### src/rtl/mem_axi4_master_bridge_pkg.sv
// Shared state type and AXI4 constants for the simple load/store port to AXI4 master bridge.
// Response codes live here so the bridge and the peripheral models agree on one definition.
package mem_axi4_master_bridge_pkg;

  typedef enum logic [2:0] {
    ST_IDLE   = 3'd0,
    ST_WRITE  = 3'd1,
    ST_RDADDR = 3'd2,
    ST_RDDATA = 3'd3,
    ST_DONE   = 3'd4
  } bridge_state_e;

  localparam logic [1:0] AXI_RESP_OKAY   = 2'b00;
  localparam logic [1:0] AXI_RESP_EXOKAY = 2'b01;
  localparam logic [1:0] AXI_RESP_SLVERR = 2'b10;
  localparam logic [1:0] AXI_RESP_DECERR = 2'b11;

  localparam logic [7:0] AXI_LEN_SINGLE = 8'd0;
  localparam logic [2:0] AXI_SIZE_WORD  = 3'b010;
  localparam logic [1:0] AXI_BURST_INCR = 2'b01;

  // SLVERR and DECERR both set bit 1; EXOKAY counts as success.
  function automatic logic resp_is_error(input logic [1:0] resp);
    return resp[1];
  endfunction

endpackage

### src/rtl/mem_axi4_master_bridge.sv
// Single-outstanding load/store port to single-beat AXI4 master bridge.
// Valids are held until handshake; bready/rready stay high while a response is pending.
module mem_axi4_master_bridge
  import mem_axi4_master_bridge_pkg::*;
#(
  parameter int                ADDR_W    = 32,
  parameter int                DATA_W    = 32,
  parameter logic [DATA_W-1:0] ERR_RDATA = '0
) (
  input  logic              aclk,
  input  logic              areset,
  input  logic              mem_req_i,
  input  logic              mem_we_i,
  input  logic [ADDR_W-1:0] mem_addr_i,
  input  logic [DATA_W-1:0] mem_wdata_i,
  input  logic [3:0]        mem_wstrb_i,
  output logic              mem_accept_o,
  output logic              mem_ack_o,
  output logic [DATA_W-1:0] mem_rdata_o,
  output logic              mem_error_o,
  output logic [ADDR_W-1:0] awaddr,
  output logic [7:0]        awlen,
  output logic [2:0]        awsize,
  output logic [1:0]        awburst,
  output logic              awvalid,
  input  logic              awready,
  output logic [DATA_W-1:0] wdata,
  output logic [3:0]        wstrb,
  output logic              wlast,
  output logic              wvalid,
  input  logic              wready,
  input  logic [1:0]        bresp,
  input  logic              bvalid,
  output logic              bready,
  output logic [ADDR_W-1:0] araddr,
  output logic [7:0]        arlen,
  output logic [2:0]        arsize,
  output logic [1:0]        arburst,
  output logic              arvalid,
  input  logic              arready,
  input  logic [DATA_W-1:0] rdata,
  input  logic [1:0]        rresp,
  input  logic              rlast,
  input  logic              rvalid,
  output logic              rready
);

  bridge_state_e     state_q, state_d;
  logic [ADDR_W-1:0] addr_q, addr_d;
  logic [DATA_W-1:0] wdata_q, wdata_d;
  logic [3:0]        wstrb_q, wstrb_d;
  logic              is_write_q, is_write_d;
  logic              awvalid_q, awvalid_d;
  logic              wvalid_q, wvalid_d;
  logic              bready_q, bready_d;
  logic              arvalid_q, arvalid_d;
  logic              rready_q, rready_d;
  logic              aw_done_q, aw_done_d;
  logic              w_done_q, w_done_d;
  logic              b_done_q, b_done_d;
  logic [1:0]        resp_q, resp_d;
  logic [DATA_W-1:0] rdata_q, rdata_d;

  logic unused_rlast;
  assign unused_rlast = rlast;

  always_comb begin
    state_d    = state_q;
    addr_d     = addr_q;
    wdata_d    = wdata_q;
    wstrb_d    = wstrb_q;
    is_write_d = is_write_q;
    awvalid_d  = awvalid_q;
    wvalid_d   = wvalid_q;
    bready_d   = bready_q;
    arvalid_d  = arvalid_q;
    rready_d   = rready_q;
    aw_done_d  = aw_done_q;
    w_done_d   = w_done_q;
    b_done_d   = b_done_q;
    resp_d     = resp_q;
    rdata_d    = rdata_q;

    case (state_q)
      ST_IDLE: begin
        if (mem_req_i) begin
          addr_d     = mem_addr_i;
          wdata_d    = mem_wdata_i;
          wstrb_d    = mem_wstrb_i;
          is_write_d = mem_we_i;
          aw_done_d  = 1'b0;
          w_done_d   = 1'b0;
          b_done_d   = 1'b0;
          resp_d     = AXI_RESP_OKAY;
          rdata_d    = '0;
          if (mem_we_i) begin
            state_d   = ST_WRITE;
            awvalid_d = 1'b1;
            wvalid_d  = 1'b1;
            bready_d  = 1'b1;
          end else begin
            state_d   = ST_RDADDR;
            arvalid_d = 1'b1;
            rready_d  = 1'b1;
          end
        end
      end

      // AW, W and B complete in any order; B may even beat AW.
      ST_WRITE: begin
        if (awvalid_q && awready) begin
          awvalid_d = 1'b0;
          aw_done_d = 1'b1;
        end
        if (wvalid_q && wready) begin
          wvalid_d = 1'b0;
          w_done_d = 1'b1;
        end
        if (bvalid && bready_q && !b_done_q) begin
          b_done_d = 1'b1;
          resp_d   = bresp;
        end
        if (aw_done_d && w_done_d && b_done_d) begin
          bready_d = 1'b0;
          state_d  = ST_DONE;
        end
      end

      ST_RDADDR: begin
        if (arvalid_q && arready) begin
          arvalid_d = 1'b0;
          if (rvalid && rready_q) begin
            rdata_d  = rdata;
            resp_d   = rresp;
            rready_d = 1'b0;
            state_d  = ST_DONE;
          end else begin
            state_d = ST_RDDATA;
          end
        end
      end

      ST_RDDATA: begin
        if (rvalid && rready_q) begin
          rdata_d  = rdata;
          resp_d   = rresp;
          rready_d = 1'b0;
          state_d  = ST_DONE;
        end
      end

      ST_DONE: begin
        state_d = ST_IDLE;
      end

      default: begin
        state_d   = ST_IDLE;
        awvalid_d = 1'b0;
        wvalid_d  = 1'b0;
        bready_d  = 1'b0;
        arvalid_d = 1'b0;
        rready_d  = 1'b0;
      end
    endcase
  end

  always_ff @(posedge aclk) begin
    if (areset) begin
      state_q    <= ST_IDLE;
      addr_q     <= '0;
      wdata_q    <= '0;
      wstrb_q    <= '0;
      is_write_q <= 1'b0;
      awvalid_q  <= 1'b0;
      wvalid_q   <= 1'b0;
      bready_q   <= 1'b0;
      arvalid_q  <= 1'b0;
      rready_q   <= 1'b0;
      aw_done_q  <= 1'b0;
      w_done_q   <= 1'b0;
      b_done_q   <= 1'b0;
      resp_q     <= AXI_RESP_OKAY;
      rdata_q    <= '0;
    end else begin
      state_q    <= state_d;
      addr_q     <= addr_d;
      wdata_q    <= wdata_d;
      wstrb_q    <= wstrb_d;
      is_write_q <= is_write_d;
      awvalid_q  <= awvalid_d;
      wvalid_q   <= wvalid_d;
      bready_q   <= bready_d;
      arvalid_q  <= arvalid_d;
      rready_q   <= rready_d;
      aw_done_q  <= aw_done_d;
      w_done_q   <= w_done_d;
      b_done_q   <= b_done_d;
      resp_q     <= resp_d;
      rdata_q    <= rdata_d;
    end
  end

  assign mem_accept_o = (state_q == ST_IDLE);
  assign mem_ack_o    = (state_q == ST_DONE);
  assign mem_error_o  = mem_ack_o && resp_is_error(resp_q);

  // Writes and idle cycles present zero; failed reads present the configured error word.
  always_comb begin
    mem_rdata_o = '0;
    if (mem_ack_o && !is_write_q) begin
      mem_rdata_o = resp_is_error(resp_q) ? ERR_RDATA : rdata_q;
    end
  end

  assign awaddr  = addr_q;
  assign awlen   = AXI_LEN_SINGLE;
  assign awsize  = AXI_SIZE_WORD;
  assign awburst = AXI_BURST_INCR;
  assign awvalid = awvalid_q;
  assign wdata   = wdata_q;
  assign wstrb   = wstrb_q;
  assign wlast   = 1'b1;
  assign wvalid  = wvalid_q;
  assign bready  = bready_q;
  assign araddr  = addr_q;
  assign arlen   = AXI_LEN_SINGLE;
  assign arsize  = AXI_SIZE_WORD;
  assign arburst = AXI_BURST_INCR;
  assign arvalid = arvalid_q;
  assign rready  = rready_q;

endmodule

### config.mk
export PLATFORM = sky130hd
export DESIGN_NAME = mem_axi4_master_bridge
export DESIGN_NICKNAME = d
export VERILOG_FILES = /design/src/rtl/mem_axi4_master_bridge_pkg.sv /design/src/rtl/mem_axi4_master_bridge.sv
export SDC_FILE = /design/constraint.sdc
export NUM_CORES = 1
export LEC_CHECK = 0
export BUFFER_PORTS_ARGS = -buffer_cell sky130_fd_sc_hd__buf_4
export CORE_ASPECT_RATIO = 1.1
export CORE_MARGIN = 8
export CORE_UTILIZATION = 39
export DETAILED_ROUTE_END_ITERATION = 8
export HOLD_SLACK_MARGIN = 0.05
export PLACE_DENSITY = 0.84
export SYNTH_ARGS = -nofsm -noshare
export SYNTH_HDL_FRONTEND = slang
export SYNTH_SLANG_ARGS = --single-unit
### constraint.sdc
create_clock -name aclk -period 1.6 [get_ports aclk]
set_clock_uncertainty 0.2 [all_clocks]
set_input_delay 0.32 -clock aclk [delete_from_list [all_inputs] [get_ports aclk]]
set_output_delay 0.32 -clock aclk [all_outputs]
set_load 0.05 [all_outputs]
Word level (Yosys, flattened, before mapping)
Cells that the tools add are included.
{ "word_totals": {"elab_cells": 103, "inputBits": 114, "register_bits": 114, "output_inout_bits": 167} }
{ "op_classes": {"eq_ne": 13, "n_reduce_logical": 29, "n_mux": 43, "bitwise": 3} }
{ "op_table": {"columns": ["operator", "n"], "rows": [
  ["2-to-1 mux 32 bit", 5],
  ["case mux 32 bit (3 select lines)", 1],
  ["AND reduction 4 bit", 7],
  ["inequality test 2 bit, second input constant", 9],
  ["2-to-1 mux 1 bit", 17],
  ["2-to-1 mux 3 bit", 5],
  ["case mux 1 bit (3 select lines)", 4],
  ["case mux 3 bit (4 select lines)", 1],
  ["logical AND 1 bit", 10],
  ["2-to-1 mux 2 bit", 5],
  ["case mux 2 bit (4 select lines)", 1],
  ["equality test 3 x 2 -> 1 bit, second input constant", 2],
  ["case mux 1 bit (2 select lines)", 3],
  ["OR reduction 3 bit", 2],
  ["case mux 1 bit (4 select lines)", 1],
  ["AND reduction 2 bit", 2],
  ["nonzero test 4 bit", 1],
  ["equality test 3 x 1 -> 1 bit, second input constant", 1],
  ["equality test 3 bit, second input constant", 1],
  ["zero test 3 bit", 1],
  ["inverter 1 bit", 3],
  ["AND reduction 3 bit", 1],
  ["nonzero test 3 bit", 1],
  ["zero test 1 bit", 2],
  ["other kinds (2)", 2]
]} }

Longest topological paths before layout
Gate-level depths: netlist (run 1).
{ "logic_depth": {"ltp_word": 7, "depth_mapped": 8, "ltp_nobuf": 4} }

Least setup slack after synthesis (run 1)
No wires, ideal clock.
{ "synth_path": {"path_type": "register to output", "startpoint": "register state_q[2]", "endpoint": "output port mem_rdata_o[10]", "slack_ns": -1.137, "required_time_ns": 1.080, "n_path_buf": 1, "t_arrival_ns": 2.217, "stages_incl_launch_ff": 6, "cell_sequence": "dfxtp_1 inv_2 nor3_2 nor3b_2 clkbuf_1 and2_1"} }
{ "synth_between": {"elab_chain_cells": 3} }
{ "synth_lines": {"columns": ["item", "line_no", "source"], "rows": [
  ["start, declared", "mem_axi4_master_bridge.sv:48", "bridge_state_e state_q, state_d;"],
  ["start signal, assigned", "mem_axi4_master_bridge.sv:185", "state_q <= state_d;"],
  ["equality test 3 bit", "mem_axi4_master_bridge.sv:204", "assign mem_ack_o = (state_q == ST_DONE);"],
  ["named net mem_ack_o", "mem_axi4_master_bridge.sv:18", "output logic mem_ack_o,"],
  ["logical AND 1 bit", "mem_axi4_master_bridge.sv:210", "if (mem_ack_o && !is_write_q) begin"],
  ["2-to-1 mux 32 bit", "mem_axi4_master_bridge.sv:210", null],
  ["end, declared", "mem_axi4_master_bridge.sv:19", "output logic [DATA_W-1:0] mem_rdata_o,"]
]} }
The timed path passes the listed nets, and every way through them passes these cells.

Final worst setup path (run 1)
{ "layout_path": {"startpoint": "register state_q[1]", "endpoint": "output port mem_rdata_o[14]"} }
{ "layout_between": {"elab_chain_cells": 3} }
{ "layout_lines": {"columns": ["item", "line_no"], "rows": [
  ["equality test 3 bit", "mem_axi4_master_bridge.sv:204"],
  ["logical AND 1 bit", "mem_axi4_master_bridge.sv:210"],
  ["2-to-1 mux 32 bit", "mem_axi4_master_bridge.sv:210"]
]} }
Every way passes these cells.

==> results.sh, run 1 <==
export IMPL_htree_levels=4
export IMPL_clockPowerShare=0.391
export IMPL_r2r_slack_ps=-390
export IMPL_rsz0062_at_grt="true"
export IMPL_power_density_mw_per_mm2=1060
export IMPL_place_congestion=0.809
export IMPL_fp_row_count=42
export IMPL_wirelength_um=22600
export IMPL_port_buffers=250
export IMPL_wl_met2_um=12000
export IMPL_worstSetupStartpointType="flop"
export IMPL_hp_class="in -> reg"
export IMPL_status="complete, but fails checks"
export IMPL_cts_sinks=113
export IMPL_ys_flop_type="dfxtp_1"
export IMPL_hpwl_um=11000
export IMPL_hold_end="w_done_q"
export IMPL_overflow=0
export IMPL_ios=281
export IMPL_internal_power_mw=6.88
export IMPL_slew_viol_final=0
export IMPL_reg2reg_depth=7
export IMPL_antenna_found_initial=0
export IMPL_syn2layout_area_growth_pct=104
export IMPL_drt_iter0_markers=366
export IMPL_drc=0
export IMPL_drv_cap=0
export IMPL_wire_per_inst_um=20.9
export IMPL_dieArea_sq_mm=0.0158
export IMPL_r2r_end="rdata_q[18]"
export IMPL_async_flop_share=0
export IMPL_grt_pass1_wl_um=31000
export IMPL_avgSynthCellArea_sq_um=8.56
export IMPL_grt_pass1_vias=5692
export IMPL_netSwitchingFraction=0.320
export IMPL_die_w_um=121
export IMPL_violations="setup timing"
export IMPL_ant_nets=0
export IMPL_grtUsageTotal=0.253
export IMPL_core_area_sq_mm=0.0119
export IMPL_syn_instance_count=548
export IMPL_worst_hold_slack_ps=103
export IMPL_fmax_ghz=0.442
export IMPL_fin_crit_ps=2260
export IMPL_nNetsFinal=1031
export IMPL_leakage_nw=4.30
export IMPL_hold_viol=0
export IMPL_ir_drop_mv=0.718
export IMPL_cts_tree="done"
export IMPL_insertion_delay_ps=400
export IMPL_clockRootBuffer="clkbuf_16"
export IMPL_share_seq_of_total_power=0.308
export IMPL_path_class="reg -> out"
export IMPL_r2r_start="state_q[1]"
export IMPL_cts_buffers=17
export IMPL_start_util=0.395
export IMPL_synth_edf_count=0
export IMPL_met1_length_um=7940
export IMPL_required_ps=1080
export IMPL_post_route_cells_drive_above_1_share=0.489
export IMPL_crit_path_end_kind="output port"
export IMPL_cts_buffer_depth=2
export IMPL_synth_warnings=0
export IMPL_worstPathArrival_ps=1740
export IMPL_wl_met3_um=1950
export IMPL_antenna_cells=0
export IMPL_die_h_um=131
export IMPL_route_vias_total=5572
export IMPL_ys_ff_latch=113
export IMPL_cp_max_fo=8
export IMPL_synth_area_sq_mm=0.00469
export IMPL_drt_first_pass_iters=5
export IMPL_final_util=0.804
export IMPL_p_total_mw=10.1
export IMPL_clk_pin_slew_worst_paths_ps=50
export IMPL_finalSetupViolCount=148
export IMPL_min_delay_start="wready"
export IMPL_finalWorstSetupSlack_ps=-664
export IMPL_vias_per_cell=5.14
export IMPL_ys_seq_area_frac=0.482
export IMPL_synth_cell_types=36
export IMPL_switchingPower_mw=3.24
export IMPL_min_path_cells=4
export IMPL_pwr_share_comb=0.300
export IMPL_highest_layer="met4"
export IMPL_grt_max_degree=60
export IMPL_fin_crit_sh=1.42
## cells by family (layout without fill, tap and decap cells)
family / after synthesis / after routing / share of synthesized area
AO/OA/AOI/OAI: 135 / 135 / 0.180
other: 2 / 27 / 0.00160
buffers and inverters: 98 / 453 / 0.137
AND/OR/NAND/NOR: 200 / 201 / 0.199
flip-flops: 113 / 113 / 0.482
## cell type report
cell class / count / area [sq um]
Fill cell: 625 / 2330
Clock buffer: 23 / 532
Multi-Input combinational cell: 363 / 2250
Inverter: 2 / 7.51
Clock inverter: 8 / 95.1
Sequential cell: 113 / 2290
Tap cell: 154 / 193
Timing Repair Buffer: 420 / 4180
## what timing repair did
action	4_1_cts	5_1_grt
gates resized for setup	123	58
hold endpoints to repair	105	0
buffers inserted	17	6
pin swaps	4	7
gates cloned	12	4
endpoints found under the setup margin	150	151
hold buffers	103	0
## layer usage
metal / vias up / GRT usage
li1: 2484 / -
met5: - / 0
met3: 65 / 0.0898
met1: 2684 / 0.259
met2: 339 / 0.462
met4: 0 / 0.0985
## placed cells by master, fill, tap and decap left out, types with 23 or more instances in the layout
| master | count |
|---|---|
| clkbuf_16 | 23 |
| dfxtp_1 | 102 |
| a21oi_2 | 30 |
| a22o_1 | 32 |
| a21oi_1 | 52 |
| buf_8 | 38 |
| dlygate4sd3_1 | 103 |
| and2_4 | 33 |
| conb_1 | 27 |
| nand2_1 | 133 |
| buf_4 | 241 |
## how the worst max path moves through the flow
stage	from	end	slack [ps]	depth (start not counted)
finish	state_q[1]	mem_rdata_o[14]	-660	6
global route	state_q[1]	mem_rdata_o[18]	-720	6
CTS	state_q[1]	mem_rdata_o[31]	-610	5
detailed placement	state_q[1]	mem_rdata_o[9]	-210	5
global placement	state_q[0]	bready	-190	5
floorplan	state_q[0]	aw_done_q	-590	5
## synth_stat cells, types with 3 or more instances
cell type | n | area share
clkbuf_1 | 17 | 0.014
buf_6 | 4 | 0.0096
a32oi_1 | 3 | 0.0056
nor2_1 | 5 | 0.0040
o21ai_0 | 9 | 0.0096
buf_2 | 12 | 0.013
nand2_1 | 145 | 0.12
buf_4 | 61 | 0.098
dfxtp_1 | 113 | 0.48
a21oi_1 | 82 | 0.088
and2_1 | 34 | 0.045
a22o_1 | 32 | 0.060
## flip-flops by register name, indices dropped and copies added, names as in the netlist
register    flops
araddr         32
rdata_q        32
wdata          32
wstrb           4
state_q         3
arvalid         1
aw_done_q       1
awvalid         1
b_done_q        1
bready          1
is_write_q      1
resp_q          1
rready          1
w_done_q        1
wvalid          1
## stage by stage
step / cell area (sq um) / setup TNS, ps / worst slack, ps / std cells
floorplan: 4900 / -60160 / -587 / 573
global placement: 6670 / -18750 / -187 / 915
detailed placement: 6670 / -20480 / -211 / 915
CTS: 9280 / -43630 / -612 / 1078
global route: 9550 / -54540 / -724 / 1083
finish: 9550 / -45400 / -664 / 1083
## worst max-delay path, cell delays in order, from the launching register on
cell,delay (ps)
dfxtp_2,330
nor3_4,180
nor3b_4,200
buf_6,160
buf_6,160
and2_4,160
buf_8,140
## power by group through the flow
| stage | clock, mW | sequential, mW | combinational (mW) |
|---|---|---|---|
| final | 3.96 | 3.12 | 3.04 |
| after global routing | 4.12 | 3.14 | 3.15 |
| after CTS | 3.98 | 3.10 | 2.89 |
| after detailed placement | 0 | 3.16 | 2.14 |
| after global placement | 0 | 3.15 | 2.12 |
| after floorplan | 0 | 3.65 | 0.994 |
Note: power is estimated with default switching activity, not from simulation.
==> run 2, diff against run 1 <==
--- a/config.mk
+++ b/config.mk
@@ -8,10 +8,10 @@
 export BUFFER_PORTS_ARGS = -buffer_cell sky130_fd_sc_hd__buf_4
 export CORE_ASPECT_RATIO = 1.1
 export CORE_MARGIN = 8
-export CORE_UTILIZATION = 39
+export CORE_UTILIZATION = 43
 export DETAILED_ROUTE_END_ITERATION = 8
 export HOLD_SLACK_MARGIN = 0.05
-export PLACE_DENSITY = 0.84
+export PLACE_DENSITY = 0.88
 export SYNTH_ARGS = -nofsm -noshare
 export SYNTH_HDL_FRONTEND = slang
 export SYNTH_SLANG_ARGS = --single-unit
==> constraint.sdc (replaced) <==
create_clock -name aclk -period 2.45 [get_ports aclk]
set_clock_uncertainty 0.2 [all_clocks]
set_input_delay 0.49 -clock aclk [delete_from_list [all_inputs] [get_ports aclk]]
set_output_delay 0.49 -clock aclk [all_outputs]
set_load 0.05 [all_outputs]
==> results.sh, run 2 (same netlist as run 1, synthesis figures left out) <==
export IMPL_pwr_share_comb=0.238
export IMPL_cpMaxStageDelayCell="dfxtp_4"
export IMPL_leakage_nw=3.34
export IMPL_pre_cts_slack_ps=71.4
export IMPL_place_congestion=0.791
export IMPL_hold_viol=0
export IMPL_path_class="reg -> out"
export IMPL_critPathMaxStageDelay_ps=360
export IMPL_post_dp_cell_area_sq_mm=0.00636
export IMPL_antenna_cells=0
export IMPL_share_seq_of_total_power=0.361
export IMPL_dieArea_sq_mm=0.0145
export IMPL_start_util=0.436
export IMPL_grt_max_degree=50
export IMPL_finalSetupViolCount=9
export IMPL_clk_pin_slew_worst_paths_ps=50
export IMPL_wirelength_um=15800
export IMPL_drv_cap=0
export IMPL_fin_crit_sh=1.01
export IMPL_drt_iter0_markers=264
export IMPL_htree_levels=4
export IMPL_path_buf_inv=3
export IMPL_insertion_delay_ps=400
export IMPL_nNetsFinal=876
export IMPL_cpLargestDelayFamily="simple AND/OR/NAND/NOR gates"
export IMPL_syn2layout_area_growth_pct=54.5
export IMPL_post_route_cells_drive_above_1_share=0.438
export IMPL_cts_buffers=17
export IMPL_grt_pass1_wl_um=23000
export IMPL_rsz0062_at_grt="true"
export IMPL_required_ps=1760
export IMPL_status="complete, but fails checks"
export IMPL_hp_class="in -> reg"
export IMPL_grt_pass1_vias=4461
export IMPL_internal_power_mw=3.83
export IMPL_fp_row_count=40
export IMPL_path_cells="nor3_4 > nor3b_4 > buf_6 > buf_12 > and2_2 > buf_8"
export IMPL_cts_sinks=113
export IMPL_met3_usage=0.0963
export IMPL_crit_path_end_kind="output port"
export IMPL_fin_crit_ps=2470
export IMPL_hpwl_um=11000
export IMPL_power_density_mw_per_mm2=775
export IMPL_grtUsageTotal=0.202
export IMPL_clockRootBuffer="clkbuf_16"
export IMPL_busiest_layer="met2"
export IMPL_port_buffers=250
export IMPL_netSwitchingFraction=0.318
export IMPL_slew_limit_headroom=0.428
export IMPL_final_cell_area_sq_mm=0.00724
export IMPL_drt_first_pass_iters=4
export IMPL_cts_tree="done"
export IMPL_wire_per_inst_um=17.2
export IMPL_grt_use_met2=0.350
export IMPL_vias_per_cell=4.88
export IMPL_use_met1=0.203
export IMPL_finalWorstSetupSlack_ps=-17.5
export IMPL_worstSetupStartpointType="flop"
export IMPL_violations="setup timing"
export IMPL_fmax_ghz=0.405
export IMPL_final_common_cell="buf_4"
export IMPL_drc=0
export IMPL_overflow=0
export IMPL_slew_viol_final=0
export IMPL_ant_nets=0
export IMPL_die_h_um=126
export IMPL_worstPathArrival_ps=1780
export IMPL_cts_buffer_depth=2
export IMPL_final_cell_mix="buf_4 (230), nand2_1 (144), dfxtp_1 (111), a21oi_1 (82), a22o_1 (32)"
export IMPL_core_area_sq_mm=0.0108
export IMPL_die_w_um=116
export IMPL_clockPowerShare=0.401
export IMPL_ir_drop_mv=0.389
export IMPL_tightest_slew_ps=856
export IMPL_ios=281
export IMPL_route_vias_total=4487
export IMPL_switchingPower_mw=1.79
export IMPL_antenna_found_initial=0
export IMPL_cp_max_fo=16
run 2: metrics by stage:
stage / hold WS (ps) / instances / power, mW / utilization / TNS [ps]
after floorplan: 240 / 573 / 3.03 / - / -473
after global placement: 242 / 884 / 3.37 / 0.591 / 0
after detailed placement: 247 / 884 / 3.39 / 0.591 / 0
after CTS: 83.1 / 916 / 5.65 / 0.664 / -322
after global routing: 88.4 / 919 / 5.83 / 0.673 / -1590
final: 102 / 919 / 5.62 / 0.673 / -62.8
run 2: worst paths after layout:
| check | start | to | slack, ps | cells past startpoint |
|---|---|---|---|---|
| worst min-delay path | rdata[18] | rdata_q[18] | 100 | 2 |
| worst min register to register | wdata[23] | wdata[23] | 250 | 2 |
| worst max-delay path | state_q[1] | mem_rdata_o[25] | -20 | 6 |
| worst max register to register | state_q[1] | rdata_q[20] | 140 | 5 |
run 2: power groups by stage:
| stage | clock network (mW) | logic (mW) | registers [mW] |
|---|---|---|---|
| 2_1_floorplan | 0 | 0.648 | 2.38 |
| 3_3_place_gp | 0 | 1.31 | 2.06 |
| 3_5_place_dp | 0 | 1.32 | 2.06 |
| 4_1_cts | 2.29 | 1.33 | 2.03 |
| 5_1_grt | 2.38 | 1.40 | 2.04 |
| 6_report | 2.25 | 1.34 | 2.03 |
run 2: final cells by class:
cell class	instances	area, sq um
Clock buffer	23	488
Clock inverter	6	57.6
Fill cell	796	3520
Inverter	2	7.51
Multi-Input combinational cell	362	1960
Sequential cell	113	2270
Tap cell	147	184
Timing Repair Buffer	266	2280
run 2: worst reg2reg max path: cells and delay by family (launching register included):
kind	cells	cell delay (ps)
AO/OA/AOI/OAI	3	1380
flip-flops	1	360
AND/OR/NAND/NOR	1	170
buffers and inverters	1	140
run 2: what timing repair did:
action | CTS | global route
gates cloned | 1 | 0
pin swaps | 4 | 6
hold buffers | 0 | 0
endpoints found under the setup margin | 32 | 32
setup buffers | 2 | 3
hold endpoints to repair | 0 | 0
resized for setup | 57 | 29
run 2: layer usage:
metal,share of wire,vias up
met1,0.36,2103
li1,-,2159
met5,0,-
met4,0.018,0
met3,0.12,22
met2,0.51,203
==> run 3, diff against run 2 <==
==> config.mk (replaced) <==
export PLATFORM = sky130hd
export DESIGN_NAME = mem_axi4_master_bridge
export DESIGN_NICKNAME = d
export VERILOG_FILES = /design/src/rtl/mem_axi4_master_bridge_pkg.sv /design/src/rtl/mem_axi4_master_bridge.sv
export SDC_FILE = /design/constraint.sdc
export NUM_CORES = 1
export LEC_CHECK = 0
export CORE_AREA = 8 8 102 104
export DETAILED_ROUTE_END_ITERATION = 8
export DIE_AREA = 0 0 110 112
export DONT_BUFFER_PORTS = 1
export HOLD_SLACK_MARGIN = 0.05
export PLACE_DENSITY = 0.77
export SYNTH_ARGS = -nofsm -noshare
export SYNTH_HDL_FRONTEND = slang
export SYNTH_SLANG_ARGS = --single-unit
==> constraint.sdc (replaced) <==
create_clock -name aclk -period 2.9 [get_ports aclk]
set_clock_uncertainty 0.2 [all_clocks]
set_input_delay 0.58 -clock aclk [delete_from_list [all_inputs] [get_ports aclk]]
set_output_delay 0.58 -clock aclk [all_outputs]
set_load 0.05 [all_outputs]
==> results.sh, run 3 (same netlist as run 1, synthesis figures left out) <==
export IMPL_status="finished clean"
export IMPL_final_common_cell="nand2_1"
export IMPL_cp_max_fo=32
export IMPL_ant_nets=0
export IMPL_min_path_cells=2
export IMPL_reg2reg_depth=8
export IMPL_totalNegativeSetupSlack_ps=0
export IMPL_syn2layout_area_growth_pct=48.3
export IMPL_instances_no_fill=802
export IMPL_drc=0
export IMPL_worstSetupStartpointType="flop"
export IMPL_worst_hold_slack_ps=81.9
export IMPL_path_cells="nor3_4 > nor3b_2 > buf_4 > and2_1 > buf_12"
export IMPL_ios=281
export IMPL_dieArea_sq_mm=0.0123
export IMPL_post_dp_cell_area_sq_mm=0.00530
export IMPL_critPathMaxStageDelay_ps=420
export IMPL_grt_pass1_vias=4679
export IMPL_cp_depth=5
export IMPL_insertion_delay_ps=490
export IMPL_rsz0062_at_grt="false"
export IMPL_r2r_slack_ps=390
export IMPL_die_w_um=110
export IMPL_power_density_mw_per_mm2=704
export IMPL_grt_max_degree=80
export IMPL_ir_drop_mv=0.571
export IMPL_leakage_nw=2.84
export IMPL_fp_row_count=35
export IMPL_fillers=519
export IMPL_final_cell_area_sq_mm=0.00695
export IMPL_p_total_mw=4.90
export IMPL_cts_sinks=113
export IMPL_cts_buffers=17
export IMPL_fin_crit_sh=0.963
export IMPL_wire_per_inst_um=20.8
export IMPL_cts_tree="done"
export IMPL_grt_pass1_wl_um=25000
export IMPL_grtUsageTotal=0.259
export IMPL_htree_levels=4
export IMPL_hold_viol=0
export IMPL_post_route_cells_drive_above_1_share=0.179
export IMPL_drv_cap=0
export IMPL_nNetsFinal=790
export IMPL_clockRootBuffer="clkbuf_8"
export IMPL_fin_crit_ps=2790
export IMPL_dp_cells=667
export IMPL_route_vias_total=4439
export IMPL_antenna_found_initial=2
export IMPL_hp_class="in -> reg"
export IMPL_required_ps=2120
export IMPL_overflow=0
export IMPL_drt_first_pass_iters=7
export IMPL_crit_path_end_kind="output port"
export IMPL_cpMaxStageDelayCell="dfxtp_2"
export IMPL_slew_viol_final=0
export IMPL_clk_pin_slew_worst_paths_ps=60
export IMPL_finalSetupViolCount=0
export IMPL_drt_iter0_markers=297
export IMPL_worstPathArrival_ps=2010
export IMPL_tightest_slew_ps=571
export IMPL_path_class="reg -> out"
export IMPL_path_buf_inv=2
export IMPL_hpwl_um=9400
export IMPL_start_util=0.528
export IMPL_core_area_sq_mm=0.00889
export IMPL_vias_per_cell=5.53
export IMPL_fmax_ghz=0.358
export IMPL_wirelength_um=16700
export IMPL_slew_limit_headroom=0.619
export IMPL_port_buffers=0
export IMPL_die_h_um=112
export IMPL_cts_buffer_depth=2
export IMPL_final_cell_mix="nand2_1 (144), dfxtp_1 (112), dlygate4sd3_1 (100), a21oi_1 (82), buf_4 (46)"
export IMPL_cpLargestDelayFamily="simple AND/OR/NAND/NOR gates"
export IMPL_place_congestion=0.807
run 3: cell count changes in the layout (fill, tap and decap cells not counted), sizes merged:
cell,delta
clkinv,+1
clkbuf,-4
diode,+2
dlygate4sd3,+100
buf,-186
bufinv,+3
clkinvlp,+3
run 3: path summary, 6_finish.rpt:
check                     to       start
max          mem_rdata_o[10]  state_q[0]
min reg2reg       araddr[12]  araddr[12]
max reg2reg        araddr[0]  state_q[2]
min                aw_done_q     awready
run 3: metrics by stage:
stage               setup WS [ps]  utilization
CTS                          18.8        0.782
floorplan                     128            -
global placement              606        0.596
finish                        108        0.782
detailed placement            554        0.596
global route                 1.79        0.782
run 3: area by class of cell:
cell class / instances / area [sq um] / area share
timing repair buffer: 180 / 2030 / 0.293
clock inverter: 13 / 186 / 0.0268
antenna: 2 / 5.00 / 0.000720
tap: 111 / 139 / 0.0200
inverter: 2 / 7.51 / 0.00108
clock buffer: 19 / 432 / 0.0621
sequential: 113 / 2260 / 0.325
multi-input combinational: 362 / 1890 / 0.271
run 3: timing repair:
item / CTS / global route
hold buffers: 101 / 0
hold endpoints to repair: 111 / 0
gates resized for setup: 0 / 1
buffers inserted: 0 / 0
setup endpoints to repair: 0 / 32
run 3: layer usage:
metal | track usage | up-vias | routed length, um
met5 | 0 | - | 0
met4 | 0.126 | 0 | 501
met3 | 0.108 | 45 | 1860
met2 | 0.444 | 280 | 8540
met1 | 0.259 | 2119 | 5770
li1 | - | 1995 | -
run 3: power by group:
group / leakage, nW / switching, mW / internal (mW) / total (mW)
combinational: 1.63 / 0.646 / 0.245 / 0.892
clock: 0.290 / 0.742 / 1.42 / 2.16
sequential: 0.923 / 0.200 / 1.64 / 1.84
